==> src/rtl/mult_pkg.sv <==
// Shared encodings for the nibble-serial 8x8 multiplier: FSM states, shifter
// codes and the number of nibble products per operation.
package mult_pkg;

  localparam logic [1:0] ST_IDLE  = 2'd0;
  localparam logic [1:0] ST_CLEAR = 2'd1;
  localparam logic [1:0] ST_CALC  = 2'd2;
  localparam logic [1:0] ST_DONE  = 2'd3;

  typedef enum logic [1:0] {
    S_IDLE  = ST_IDLE,
    S_CLEAR = ST_CLEAR,
    S_CALC  = ST_CALC,
    S_DONE  = ST_DONE
  } state_e;

  localparam logic [1:0] SHIFT_0 = 2'd0;
  localparam logic [1:0] SHIFT_4 = 2'd1;
  localparam logic [1:0] SHIFT_8 = 2'd2;

  localparam int STEPS  = 4;
  localparam int STEP_W = $clog2(STEPS);

  // Shift amount is the count of high nibbles selected: (lo,lo)=0, mixed=4, (hi,hi)=8.
  function automatic logic [1:0] shift_code(input logic [1:0] step);
    case (step)
      2'b00:   return SHIFT_0;
      2'b11:   return SHIFT_8;
      default: return SHIFT_4;
    endcase
  endfunction

endpackage

==> src/rtl/step_counter.sv <==
// Nibble-product step counter: wraps at STEPS-1, flags the last step, and
// exposes its next value so the sequencer can register its decoded selects.
module step_counter
  import mult_pkg::*;
(
  input  logic              clk,
  input  logic              aclr,
  input  logic              en,
  input  logic              sclr,
  output logic [STEP_W-1:0] step_next,
  output logic              tc
);

  localparam logic [STEP_W-1:0] ONE  = STEP_W'(1);
  localparam logic [STEP_W-1:0] LAST = STEP_W'(STEPS - 1);

  logic [STEP_W-1:0] count_q;
  logic [STEP_W-1:0] count_d;

  always_comb begin
    count_d = count_q;
    if (sclr)
      count_d = '0;
    else if (en)
      count_d = count_q + ONE;
  end

  always_ff @(posedge clk or posedge aclr) begin
    if (aclr)
      count_q <= '0;
    else
      count_q <= count_d;
  end

  assign step_next = count_d;
  assign tc        = (count_q == LAST);

endmodule

==> src/rtl/mult_seq_ctrl.sv <==
// Sequencer for the 8x8 multiplier built from one 4x4 multiplier: clears the
// accumulator, walks the four nibble products, then flags done. Moore outputs.
module mult_seq_ctrl
  import mult_pkg::*;
#(
  parameter int DONE_HOLD = 0
) (
  input  logic       clk,
  input  logic       aclr,
  input  logic       start,
  input  logic       abort,
  output logic       sel_a,
  output logic       sel_b,
  output logic [1:0] shift,
  output logic       acc_clr,
  output logic       acc_en,
  output logic       busy,
  output logic       done
);

  localparam logic HOLD = (DONE_HOLD != 0);

  state_e            state_q, state_d;
  logic              sel_a_q, sel_a_d;
  logic              sel_b_q, sel_b_d;
  logic [1:0]        shift_q, shift_d;
  logic              acc_clr_q, acc_clr_d;
  logic              acc_en_q, acc_en_d;
  logic              busy_q, busy_d;
  logic              done_q, done_d;

  logic              cnt_en;
  logic              last_step;
  logic [STEP_W-1:0] step_next;

  assign cnt_en = (state_q == S_CALC) && !abort;

  step_counter u_step (
    .clk       (clk),
    .aclr      (aclr),
    .en        (cnt_en),
    .sclr      (!cnt_en),
    .step_next (step_next),
    .tc        (last_step)
  );

  always_comb begin
    state_d = state_q;
    done_d  = 1'b0;
    unique case (state_q)
      S_IDLE: begin
        if (!abort && start)
          state_d = S_CLEAR;
        else if (!abort)
          done_d = HOLD & done_q;
      end
      S_CLEAR: state_d = abort ? S_IDLE : S_CALC;
      S_CALC: begin
        if (abort)
          state_d = S_IDLE;
        else if (last_step) begin
          // The edge ending the last product is also the start-acceptance
          // point, so a held start restarts with done and acc_clr together.
          state_d = start ? S_CLEAR : S_DONE;
          done_d  = 1'b1;
        end
      end
      S_DONE: begin
        if (abort)
          state_d = S_IDLE;
        else if (start)
          state_d = S_CLEAR;
        else begin
          state_d = S_IDLE;
          done_d  = HOLD;
        end
      end
      default: state_d = S_IDLE;
    endcase

    acc_clr_d = (state_d == S_CLEAR);
    acc_en_d  = (state_d == S_CALC);
    busy_d    = acc_clr_d | acc_en_d;
    sel_a_d   = acc_en_d & step_next[1];
    sel_b_d   = acc_en_d & step_next[0];
    shift_d   = acc_en_d ? shift_code(step_next) : SHIFT_0;
  end

  always_ff @(posedge clk or posedge aclr) begin
    if (aclr) begin
      state_q   <= S_IDLE;
      sel_a_q   <= 1'b0;
      sel_b_q   <= 1'b0;
      shift_q   <= SHIFT_0;
      acc_clr_q <= 1'b0;
      acc_en_q  <= 1'b0;
      busy_q    <= 1'b0;
      done_q    <= 1'b0;
    end else begin
      state_q   <= state_d;
      sel_a_q   <= sel_a_d;
      sel_b_q   <= sel_b_d;
      shift_q   <= shift_d;
      acc_clr_q <= acc_clr_d;
      acc_en_q  <= acc_en_d;
      busy_q    <= busy_d;
      done_q    <= done_d;
    end
  end

  assign sel_a   = sel_a_q;
  assign sel_b   = sel_b_q;
  assign shift   = shift_q;
  assign acc_clr = acc_clr_q;
  assign acc_en  = acc_en_q;
  assign busy    = busy_q;
  assign done    = done_q;

endmodule
==> config.mk <==
export PLATFORM = sky130hd
export DESIGN_NAME = mult_seq_ctrl
export DESIGN_NICKNAME = d
export VERILOG_FILES = /design/src/rtl/mult_pkg.sv /design/src/rtl/step_counter.sv /design/src/rtl/mult_seq_ctrl.sv
export SDC_FILE = /design/constraint.sdc
export NUM_CORES = 1
export LEC_CHECK = 0
export ABC_AREA = 1
export BUFFER_PORTS_ARGS = -buffer_cell sky130_fd_sc_hd__buf_2
export CAP_MARGIN = 20
export CORE_AREA = 2 2 39 41
export DETAILED_ROUTE_END_ITERATION = 8
export DIE_AREA = 0 0 41 43
export GPL_TIMING_DRIVEN = 0
export SLEW_MARGIN = 20
export SYNTH_ARGS = -nofsm -noshare
export SYNTH_HDL_FRONTEND = slang
export SYNTH_SLANG_ARGS = --single-unit
==> constraint.sdc <==
create_clock -name clk -period 2.8 [get_ports clk]
set_clock_uncertainty 0.2 [all_clocks]
set_input_delay 0.14 -clock clk [delete_from_list [all_inputs] [get_ports clk]]
set_output_delay 0.14 -clock clk [all_outputs]
set_load 0.03 [all_outputs]
==> flow_summary_export.csv <==
group,metric,value,unit
power_and_ir_drop,p_sw_share,25.14,%
drt,drt_pass1_iterations,4,
placement,port_buffers,11,
timing,layout_setup_ws,1.104,ns
clock_tree,clkLatencyLatePin,0.26,ns
power_and_ir_drop,switching_power,81.86,uW
power_and_ir_drop,intPower,243.8,uW
placement,place.gp.congestion,0.6439,
yosys,synth_area_per_cell,9.817,um2
drt,drt_iter0_markers,1,
timing,relSlewSlack,70.31,%
power_and_ir_drop,seqPwrFrac,56.6,%
floorplan,initial_core_util,36.89,%
yosys,yosysWarnings,0,
worst_setup_path,critPathCaptureType,"flop",
layout,layout.nets,79,
power_and_ir_drop,combPwrFrac,12.8,%
yosys,synth_cells,52,
yosys,synthTopCellsByArea,"dfrtp_1 59%, ha_1 12%, inv_1 9.6%",
floorplan,ioPinCount,12,
global_routing,overflow,0,
global_routing,grt_pass1_vias,286,
layout,antenna_cells,0,
clock_tree,cts-root-buf,"clkbuf_4",
clock_tree,clockBufferDepth,2,
timing,worst_pin_slew,0.4448,ns
status,outcome,"complete, no violations",
floorplan,die_w,41,um
yosys,synth_area,510.5,um2
floorplan,core-area,1384,um2
yosys,yosysSeqAreaShare,58.82,%
yosys,synth_cell_type_count,11,
clock_tree,cts_tree,"built",
floorplan,rows,14,
clock_tree,cts_num_sinks,12,
yosys,synth_top_area_share,58.82,%
clock_tree,numCtsBuffers,3,
placement,dp_hpwl,566.9,um
drt,routed_wl,721,um
layout,final_cells,84,
placement,dp.cells,79,
layout,nFillCells,137,
worst_setup_path,path_class,"flop to flop",
global_routing,grt_pass1_wl,1.124,mm
timing,timing.final.hold_violations,0,
min_path,holdPathStages,5,
layout,layout_common_cells,"13 x inv_1, 12 x dfrtp_1, 11 x buf_2",
clock_tree,postCtsSetupBuffers,0,
clock_tree,h-tree-depth,1,
global_routing,antenna_found_initial,0,
power_and_ir_drop,cellLeakagePower,0.0003991,uW
timing,fin_crit_sh,60.57,%
timing,setup_viol,0,
power_and_ir_drop,vdd_drop_max,0.0001897,V
drt,ant_nets,0,
worst_setup_path,crit_required,2.78,ns
timing,rsz0062_at_grt,"no",
drt,wl_per_cell,8.583,um
global_routing,track_usage,10.19,%
layout,layout_commonest_cell,"inv_1",
timing,finalSetupTns,0,ns
yosys,syn_nets,61,
power_and_ir_drop,p_clk_share,30.6,%
global_routing,grt_max_degree,13,
timing,max_freq,589.7,MHz
worst_setup_path,start_kind,"flop",
layout,layout-drive-gt1-share,29.41,%
min_path,hp-class,"input pin to flop",
layout,area_growth,23.04,%
run,maxCapViolCount,0,
placement,dp_slack,1.110,ns
yosys,yosysTopAreaCell,"dfrtp_1",
drt,drc,0,
worst_setup_path,cp_max_fo,3,
floorplan,die_area,1763,um2
timing,fin_crit,1.696,ns
worst_setup_path,critPathArrivalTime,1.67,ns
power_and_ir_drop,power.density,518.4,nW/um2
drt,num_vias,340,
timing,slew_viol_final,0,
worst_setup_path,reg2regPathDepth,7,
yosys,synth-seq-cells,12,
clock_tree,clk_pin_slew,0.07,ns
floorplan,die_h,43,um
drt,viasPerCell,4.048,
## registers in the layout, indices dropped and copies added (netlist names)
| signal | cells |
|---|---|
| acc_clr | 1 |
| acc_en | 1 |
| busy | 1 |
| done | 1 |
| sel_a | 1 |
| sel_b | 1 |
| shift | 2 |
| state_q | 2 |
| u_step.count_q | 2 |
## cells in the mapped netlist
cell      n
inv_1    13
nor3_1    2
ha_1      5
nand3_2   1
dfrtp_1  12
nor2_1    7
nand2_2   2
nand3_1   1
inv_2     3
nand2_1   5
o21ai_1   1
## final cells by class
class	instances	area (um2)	share of cell area, %
clock buffers	3	22.52	3.586
inverters	16	60.06	9.562
multi-input cells	24	150.1	23.90
flip-flops and latches	12	300.3	47.81
well taps	16	20.02	3.187
repair buffers	13	75.07	11.95
## power groups by stage
stage                     clock network, uW  logic (uW)  registers [uW]
after floorplan                           0        18.6             197
after global placement                    0        40.1             187
after detailed placement                  0        40.8             188
after CTS                               103        42.9             184
after global routing                    115        47.6             185
final                                  99.6        41.8             184
## critical path, cell delays in order (launching register included)
cell	delay, ns
dfrtp_1	0.40
ha_1	0.22
nand2_1	0.06
inv_1	0.04
o21ai_1	0.22
ha_1	0.24
inv_1	0.06
nor3_1	0.16
## kinds of logic after synthesis
kind of cell / share of synthesized area (%)
simple gates: 16.18
buf+inv: 11.77
flops: 58.82
fa+ha+maj: 12.25
compound gates: 0.9795
## worst paths after layout
path | endpoint | startpoint | slack, ns
min reg2reg | sel_b$_DFF_PP0_ | u_step.count_q[0]$_DFF_PP0_ | 0.29
min in group asynchronous | state_q[1]$_DFF_PP0_ | aclr | 0.22
max reg2reg | sel_a$_DFF_PP0_ | u_step.count_q[0]$_DFF_PP0_ | 1.10
max | sel_a$_DFF_PP0_ | u_step.count_q[0]$_DFF_PP0_ | 1.10
max in group asynchronous | shift[1]$_DFF_PP0_ | aclr | 1.87
min | state_q[0]$_DFF_PP0_ | start | 0.04
## per-layer routing
| metal | routed length (um) | up-vias | part of all wire [%] | track usage, % |
|---|---|---|---|---|
| met1 | 327 | 147 | 45 | 11.82 |
| li1 | - | 183 | - | - |
| met3 | 23 | 2 | 3.2 | 3.141 |
| met4 | 12 | 0 | 1.7 | 10.00 |
| met2 | 359 | 8 | 50 | 13.75 |
| met5 | 0 | - | 0 | 0 |
## what timing repair did
action / in CTS / in global routing
hold endpoints to repair: 13 / 0
hold buffers: 2 / 0
resized for setup: 0 / 0
## per-stage QoR
| step | utilization [%] | hold WS, ns | total power (uW) | cell area [um2] |
|---|---|---|---|---|
| 6_report | 45.39 | 0.04323 | 325.6 | 628.1 |
| 5_1_grt | 45.39 | 0.05386 | 347.4 | 628.1 |
| 4_1_cts | 45.39 | 0.03656 | 330.5 | 628.1 |
| 3_5_place_dp | 42.31 | -0.03233 | 228.5 | 585.6 |
| 3_3_place_gp | 42.31 | -0.04064 | 227.4 | 585.6 |
| 2_1_floorplan | - | -0.1953 | 216.1 | 510.5 |
(Power assumes the default switching activity.)
